**src/rtl/arb_pkg.sv**
```systemverilog
// Shared types and helpers for the round-robin mux arbiter.
package arb_pkg;

    typedef enum logic {
        IDLE = 1'b0,
        BUSY = 1'b1
    } arb_state_t;

    // Wrap-around increment: the index after idx, modulo n.
    function automatic int rr_next(input int idx, input int n);
        return (idx + 1 >= n) ? 0 : idx + 1;
    endfunction

endpackage

```
**src/rtl/rr_pick.sv**
```systemverilog
// Rotating-priority encoder: first unmasked request at or after ptr, wrapping to the low indices.
// Purely combinational, no latency, no flow control.
module rr_pick #(
    parameter int N_REQ = 4,
    parameter int SEL_W = 2
) (
    input  logic [N_REQ-1:0] req,
    input  logic [SEL_W-1:0] ptr,
    input  logic [N_REQ-1:0] mask,
    output logic             found,
    output logic [SEL_W-1:0] idx
);

    logic [N_REQ-1:0] cand;
    int               j;

    assign cand = req & ~mask;

    always_comb begin
        found = 1'b0;
        idx   = '0;
        j     = 0;
        for (int i = 0; i < N_REQ; i++) begin
            j = int'(ptr) + i;
            if (j >= N_REQ) begin
                j = j - N_REQ;
            end
            if (!found && cand[j]) begin
                found = 1'b1;
                idx   = SEL_W'(j);
            end
        end
    end

endmodule

```
**src/rtl/rr_mux_arbiter.sv**
```systemverilog
// Round-robin owner arbiter for a shared mux port, with a hold limit that pre-empts a hogging owner.
// Grant appears one cycle after request; a released or pre-empted grant moves to the next requester on the same edge.
module rr_mux_arbiter
    import arb_pkg::*;
#(
    parameter  int N_REQ    = 4,
    parameter  int MAX_HOLD = 16,
    localparam int SEL_W    = $clog2(N_REQ)
) (
    input  logic             clk,
    input  logic             reset,
    input  logic [N_REQ-1:0] req,
    output logic [N_REQ-1:0] grant,
    output logic [SEL_W-1:0] sel,
    output logic             busy,
    output logic             timeout
);

    localparam int                HOLD_W    = $clog2(MAX_HOLD);
    localparam logic [HOLD_W-1:0] HOLD_LAST = HOLD_W'(MAX_HOLD - 1);

    arb_state_t        state;
    logic [SEL_W-1:0]  ptr;
    logic [HOLD_W-1:0] hold_cnt;
    logic [N_REQ-1:0]  pick_mask;
    logic              pick_found;
    logic [SEL_W-1:0]  pick_idx;
    logic [SEL_W-1:0]  pick_next;
    logic              owner_req;
    logic              at_limit;

    assign owner_req = req[sel];
    assign at_limit  = (hold_cnt == HOLD_LAST);
    assign pick_next = SEL_W'(rr_next(int'(pick_idx), N_REQ));

    // Only a limit pre-emption excludes the owner; on release its req is already low.
    always_comb begin
        pick_mask = '0;
        if (state == BUSY && owner_req && at_limit) begin
            pick_mask[sel] = 1'b1;
        end
    end

    rr_pick #(
        .N_REQ (N_REQ),
        .SEL_W (SEL_W)
    ) u_pick (
        .req   (req),
        .ptr   (ptr),
        .mask  (pick_mask),
        .found (pick_found),
        .idx   (pick_idx)
    );

    always_ff @(posedge clk or posedge reset) begin
        if (reset) begin
            state    <= IDLE;
            sel      <= '0;
            ptr      <= '0;
            hold_cnt <= '0;
            timeout  <= 1'b0;
        end else begin
            timeout <= 1'b0;
            case (state)
                IDLE: begin
                    if (pick_found) begin
                        state    <= BUSY;
                        sel      <= pick_idx;
                        ptr      <= pick_next;
                        hold_cnt <= '0;
                    end
                end
                BUSY: begin
                    if (!owner_req) begin
                        hold_cnt <= '0;
                        if (pick_found) begin
                            sel <= pick_idx;
                            ptr <= pick_next;
                        end else begin
                            state <= IDLE;
                        end
                    end else if (at_limit) begin
                        hold_cnt <= '0;
                        if (pick_found) begin
                            sel     <= pick_idx;
                            ptr     <= pick_next;
                            timeout <= 1'b1;
                        end
                    end else begin
                        hold_cnt <= hold_cnt + 1'b1;
                    end
                end
                default: state <= IDLE;
            endcase
        end
    end

    // Grant is a decode of the registered owner index, so it is one-hot by construction.
    always_comb begin
        grant = '0;
        if (state == BUSY) begin
            grant[sel] = 1'b1;
        end
    end

    assign busy = (state == BUSY);

endmodule

```
**config.mk**
```make
export PLATFORM = sky130hd
export DESIGN_NAME = rr_mux_arbiter
export DESIGN_NICKNAME = d
export VERILOG_FILES = /design/src/rtl/arb_pkg.sv /design/src/rtl/rr_pick.sv /design/src/rtl/rr_mux_arbiter.sv
export SDC_FILE = /design/constraint.sdc
export NUM_CORES = 1
export LEC_CHECK = 0
export CORE_MARGIN = 5
export CORE_UTILIZATION = 35
export CTS_CLUSTER_DIAMETER = 150
export CTS_CLUSTER_SIZE = 24
export DETAILED_ROUTE_END_ITERATION = 7
export PLACE_DENSITY = 0.6
export SLEW_MARGIN = 30
export SYNTH_ARGS = -nofsm -noshare
export SYNTH_HDL_FRONTEND = slang
export SYNTH_SLANG_ARGS = --single-unit
```
**constraint.sdc**
```tcl
create_clock -name clk -period 3.4 [get_ports clk]
set_input_delay 1.02 -clock clk [delete_from_list [all_inputs] [get_ports clk]]
set_output_delay 1.02 -clock clk [all_outputs]
set_load 0.05 [all_outputs]
```
* Yosys cells after proc, flatten, opt, wreduce, memory -nomap -nowiden
Cells that the tools add are included.
** Word-level totals
- Output and inout port bits :: 8
- RAM bits :: 0
- Memory bits (read-only) :: 0
- Input port bits :: 6
- Memories :: 0
- Flip-flop bits (word level) :: 10
- Bits in latches :: 0
** Operators by class
- Divide/modulo/power cells :: 0
- Add/subtract/negate cells :: 9
- Reduce and logical (&&, ||, !) cells :: 9
- Magnitude comparators :: 11
- Multipliers :: 0
- Bitwise gates (word level) :: 3
- Shift-type cells :: 0
- Multiplexer cells :: 49
- Equal/unequal tests :: 3
** Operators with widths (count)
- $lt A32 B4 Y1 const B :: 4
- $mux W32 :: 4
- $ge A32 B4 Y1 const B :: 3
- $sub A32 B4 Y32 const B :: 3
- $mux W2 :: 11
- $mux W4 :: 5
- $mux W1 :: 19
- $bmux W1 S2 :: 5
- $pmux W2 S2 :: 2
- $pmux W4 S2 :: 1
- $add A2 B1 Y3 const B :: 2
- $add A2 B2 Y3 const B :: 2
- $logic_and A1 B1 Y1 :: 6
- $add A4 B1 Y4 const B :: 1
- $and A4 B4 Y4 :: 1
- $eq A4 B4 Y1 const B :: 1
- $not A4 Y4 :: 1
- $sub A2 B3 Y4 const B :: 1
- $ge A2 B3 Y1 const B :: 1
- $ge A3 B3 Y1 const B :: 1
- $logic_not A1 Y1 :: 3
- $lt A2 B3 Y1 const B :: 1
- $ne A3 B2 Y1 const B :: 1
- $demux W1 S2 :: 1
- other kinds (4) :: 4

* Depth between registers and ports, before layout
- Word-level depth :: 27
- Gate-level depth with buffers :: 8
- Depth with buffers taken out :: 7

* Cells and area by module
A second synthesis with hierarchy kept.
** Unflattened totals
- Cell total of the unflattened synthesis :: 69
- Area, all modules :: 696.9 um^2
** By module, submodules not included
- rr_mux_arbiter :: seq. area each 250.2 um^2, times used 1, area an instance 573.0 um^2, cells an instance 54
- rr_pick :: seq. area each 0.0 um^2, times used 1, area an instance 123.9 um^2, cells an instance 15

* Worst setup path before layout
Ideal clock, no wire load.
- Kind :: register to register
- From :: register state, in the netlist busy
- To :: register ptr[1]
- Buffers on the path :: 0
- Stages on the path, launching flop included :: 7
- Setup slack :: 0.618 ns
- Arrival time :: 2.657 ns
- Cell sequence :: dfrtp_1 > nor3b_2 > a211oi_1 > o31a_1 > a21oi_1 > ha_1 > mux2_4
** On the way
- Cells in the longest elaborated chain, start to end :: 25
- Elaborated cells on any way between the ends :: 40
- Classes of those cells :: add/sub (1); order compare (1); eq/ne (1); mux (26); bitwise (3); reduce/logical (8)
** Ends and longest elaborated chain
- start: declaration :: RTL line rr_mux_arbiter.sv:22 : arb_state_t state;
- start signal: assignment :: RTL line rr_mux_arbiter.sv:57 : state <= IDLE;
- start signal: assignment :: RTL line rr_mux_arbiter.sv:67 : state <= BUSY;
- start signal: assignment :: RTL line rr_mux_arbiter.sv:80 : state <= IDLE;
- $logic_and A1 B1 Y1 (*) (2 in series) :: RTL line rr_mux_arbiter.sv:39 : if (state == BUSY && owner_req && at_limit) begin
- $mux W4 (*) :: RTL line rr_mux_arbiter.sv:39
- $not A4 Y4 (*) :: RTL line rr_pick.sv:17 : assign cand = req & ~mask;
- $and A4 B4 Y4 (*) :: RTL line rr_pick.sv:17
- $bmux W1 S2 :: RTL line rr_pick.sv:28 : if (!found && cand[j]) begin
- $mux W1 (not written as such) (2 in series) :: RTL line rr_pick.sv:28
- $mux W1 :: RTL line rr_pick.sv:28
- $logic_not A1 Y1 :: RTL line rr_pick.sv:28
- [8 not listed]
- via pick_idx[1] :: RTL line rr_mux_arbiter.sv:27 : logic [SEL_W-1:0] pick_idx;
- $add A2 B1 Y3 (*) :: RTL line arb_pkg.sv:11 : return (idx + 1 >= n) ? 0 : idx + 1;
- $ge A3 B3 Y1 :: RTL line arb_pkg.sv:11
- $mux W2 (*) :: RTL line arb_pkg.sv:11
- via pick_next[1] :: RTL line rr_mux_arbiter.sv:28 : logic [SEL_W-1:0] pick_next;
- $mux W2 (*) :: RTL line rr_mux_arbiter.sv:66, rr_mux_arbiter.sv:76, rr_mux_arbiter.sv:84
- $mux W2 :: RTL line rr_mux_arbiter.sv:82 : end else if (at_limit) begin
- $mux W2 :: RTL line rr_mux_arbiter.sv:74 : if (!owner_req) begin
- $pmux W2 S2 (*) :: RTL line rr_mux_arbiter.sv:64 : case (state)
- end signal: assignment :: RTL line rr_mux_arbiter.sv:69 : ptr <= pick_next;
- end signal: assignment :: RTL line rr_mux_arbiter.sv:78 : ptr <= pick_next;
- end signal: assignment :: RTL line rr_mux_arbiter.sv:86 : ptr <= pick_next;
- end: declaration :: RTL line rr_mux_arbiter.sv:23 : logic [SEL_W-1:0] ptr;
Mark *: on every way through the listed nets, which the timed path passes. The rest lies on a longest branch. The select of a mux whose other input is x is not followed.
A chain may end at the register's enable or synchronous reset.

* Final worst setup path
- From :: register state, in the netlist busy
- To :: output port grant[0]
** On the way
- Cells in the longest elaborated chain, start to end :: 1
** Ends and longest elaborated chain
- $mux W4 :: RTL line rr_mux_arbiter.sv:101 : if (state == BUSY) begin
- end: declaration :: RTL line rr_mux_arbiter.sv:13 : output logic [N_REQ-1:0] grant,
Every way passes these cells.

==> reports/qor.yml <==
yosysWarnings: 0
antenna_found_initial: 0
cap_violations: 0
tns_ps: 0
cts.sinks: 10
initial_core_util_pct: 37.7
cts_made_buffers: 3
ys.flop_type: "dfrtp_1"
rows: 15
fin_crit_sh_pct: 86.9
clock_latency_ps: 270
die_width_um: 53.8
h-tree-depth: 1
first_pass_iters: 3
gr-total-overflow: 0
synth_edf_count: 0
synth_area_um2: 672
cts_setup_buffers: 0
synth_cell_types: 34
io_pins: 14
fmax_mhz: 339
clock_skew_ps: 3.24
synth.avg_cell_area_um2: 10.8
p_leak_nw: 0.381
seq_area_frac_synth_pct: 37.2
coreArea_mm2: 0.00178
drive_gt1_share_pct: 20.5
fin_hold_ws_ps: 544
cts-root-buf: "clkbuf_4"
fillers: 160
grt_usage_pct: 12.0
syn_inst: 62
hold_violations: 0
yosysTopAreaCellShare_pct: 37.2
synth_async_sr_flop_share_pct: 100
cp_data_required_time_ps: 2380
vias: 546
synthMostInstantiatedCell: "dfrtp_1"
clk_path_buf_depth: 2
synthTopCellsByArea: "dfrtp_1 37%, mux4_1 3.9%, ha_1 3.7%"
hold_class: "flop to flop"
diodes: 0
setup_viol: 0
cp_max_fo: 9
area_growth_pct: 28.3
clk_pin_slew_ps: 60
synth_seq_cells: 10
routed_via_density: 5.30
synth_top_cell_by_area: "dfrtp_1"
cp-start-kind: "flop"
port_buffers: 13
drc: 0
critical_path_arrival_ps: 1930
crit_chain: "nor3b_2 > clkdlybuf4s50_1"
tightest_slew_ps: 512
cts_resized: 0
max_slew_margin_pct: 65.8
power_density_mw_per_mm2: 903
totalWireLength_um: 1380
rsz0062_at_grt: "no"
cts_tree: "built"
die_area_mm2: 0.00290
drtAntennaViolNets: 0
holdBufCountCts: 0
drt_iter0_markers: 14
dieHeight_um: 53.8
grt_max_degree: 11
detailed_place_hpwl_um: 1090
grt_pass1_vias: 529
critPathSlowestCell: "clkdlybuf4s50_1"
syn-num-nets: 70
globalplace.congestion: 0.788
cpPeakStageDelay_ps: 860
fin_crit_ps: 2950
crit_type: "flop to primary output"
synth.top_cells.by_count: "10 x dfrtp_1, 4 x inv_1, 4 x nand2_1, 4 x o21ai_0"
end_kind: "primary output"
grt_pass1_wl_um: 2400
irDropWorstVdd_v: 0.000394
finalMaxSlewViolations: 0
detail_route.wl_per_cell_um: 13.4
status: "finished, final reports clean"
layout.nets: 87
## worst max-delay path: cells and delay by family, from the launching register on
kind	cells	cell delay [ps]
buf+inv	1	860
flops	1	480
simple gates	1	320
## cell usage in the layout, fill, tap and decap left out, types with 2 or more instances in the layout
| cell | n |
|---|---|
| clkdlybuf4s50_1 | 13 |
| dfrtp_1 | 10 |
| inv_1 | 4 |
| nand2_1 | 4 |
| o21ai_0 | 4 |
| nand3_1 | 3 |
| a21oi_1 | 3 |
| clkbuf_4 | 3 |
| and3_1 | 2 |
| nor2_4 | 2 |
| mux2_1 | 2 |
| nor2_1 | 2 |
| o22a_1 | 2 |
| ha_1 | 2 |
## worst paths after layout
check | cells past startpoint | startpoint | slack [ps] | to
max in group asynchronous | 2 | reset | 2110 | hold_cnt[1]
min in group asynchronous | 2 | reset | 1020 | hold_cnt[3]
worst max register to register | 7 | hold_cnt[0] | 1120 | ptr[1]
worst min register to register | 1 | hold_cnt[1] | 540 | hold_cnt[1]
worst max-delay path | 2 | busy | 450 | grant[0]
worst min-delay path | 1 | hold_cnt[1] | 540 | hold_cnt[1]
## area by class of cell
cell class | count | area, µm² | area share [%]
clock buffer | 4 | 36.3 | 4.21
multi-input combinational | 47 | 399 | 46.3
tap | 25 | 31.3 | 3.63
inverter | 4 | 15.0 | 1.74
sequential | 10 | 250 | 29.0
timing repair buffer | 13 | 130 | 15.1
## state kept, by name, summed over array words and instances (netlist names)
register  cells
ptr           2
busy          1
timeout       1
sel           2
hold_cnt      4
## where the power goes
part	total (mW)	internal (mW)	switching, mW
combinational	0.446	0.187	0.258
sequential	0.225	0.163	0.0619
clock	0.107	0.0651	0.0424
total	0.778	0.416	0.363
## routing by layer
layer | GRT usage (%) | wire length, µm
met1 | 15.0 | 677
met3 | 5.54 | 83
met2 | 15.9 | 588
met5 | 0 | 0
met4 | 8.94 | 34
## cell families (layout without fill, tap and decap cells)
kind of cell	after synthesis	after routing	synth area share (%)
muxes	6	6	12.7
DFF	10	10	37.2
adders and majority gates	2	2	3.72
AOI/OAI and AO/OA	19	19	23.3
buffers and inverters	5	21	3.35
and+or+nand+nor	20	20	19.7
## through the flow
step	power, mW	instance area, µm²	cells	util (%)	worst slack [ps]
after floorplan	0.549	672	62	-	618
after global placement	0.676	826	99	46.3	484
after detailed placement	0.675	826	99	46.3	498
after CTS	0.784	862	103	48.4	444
after global routing	0.830	862	103	48.4	367
final	0.778	862	103	48.4	447
No activity file was read; power rests on OpenSTA's default activity.
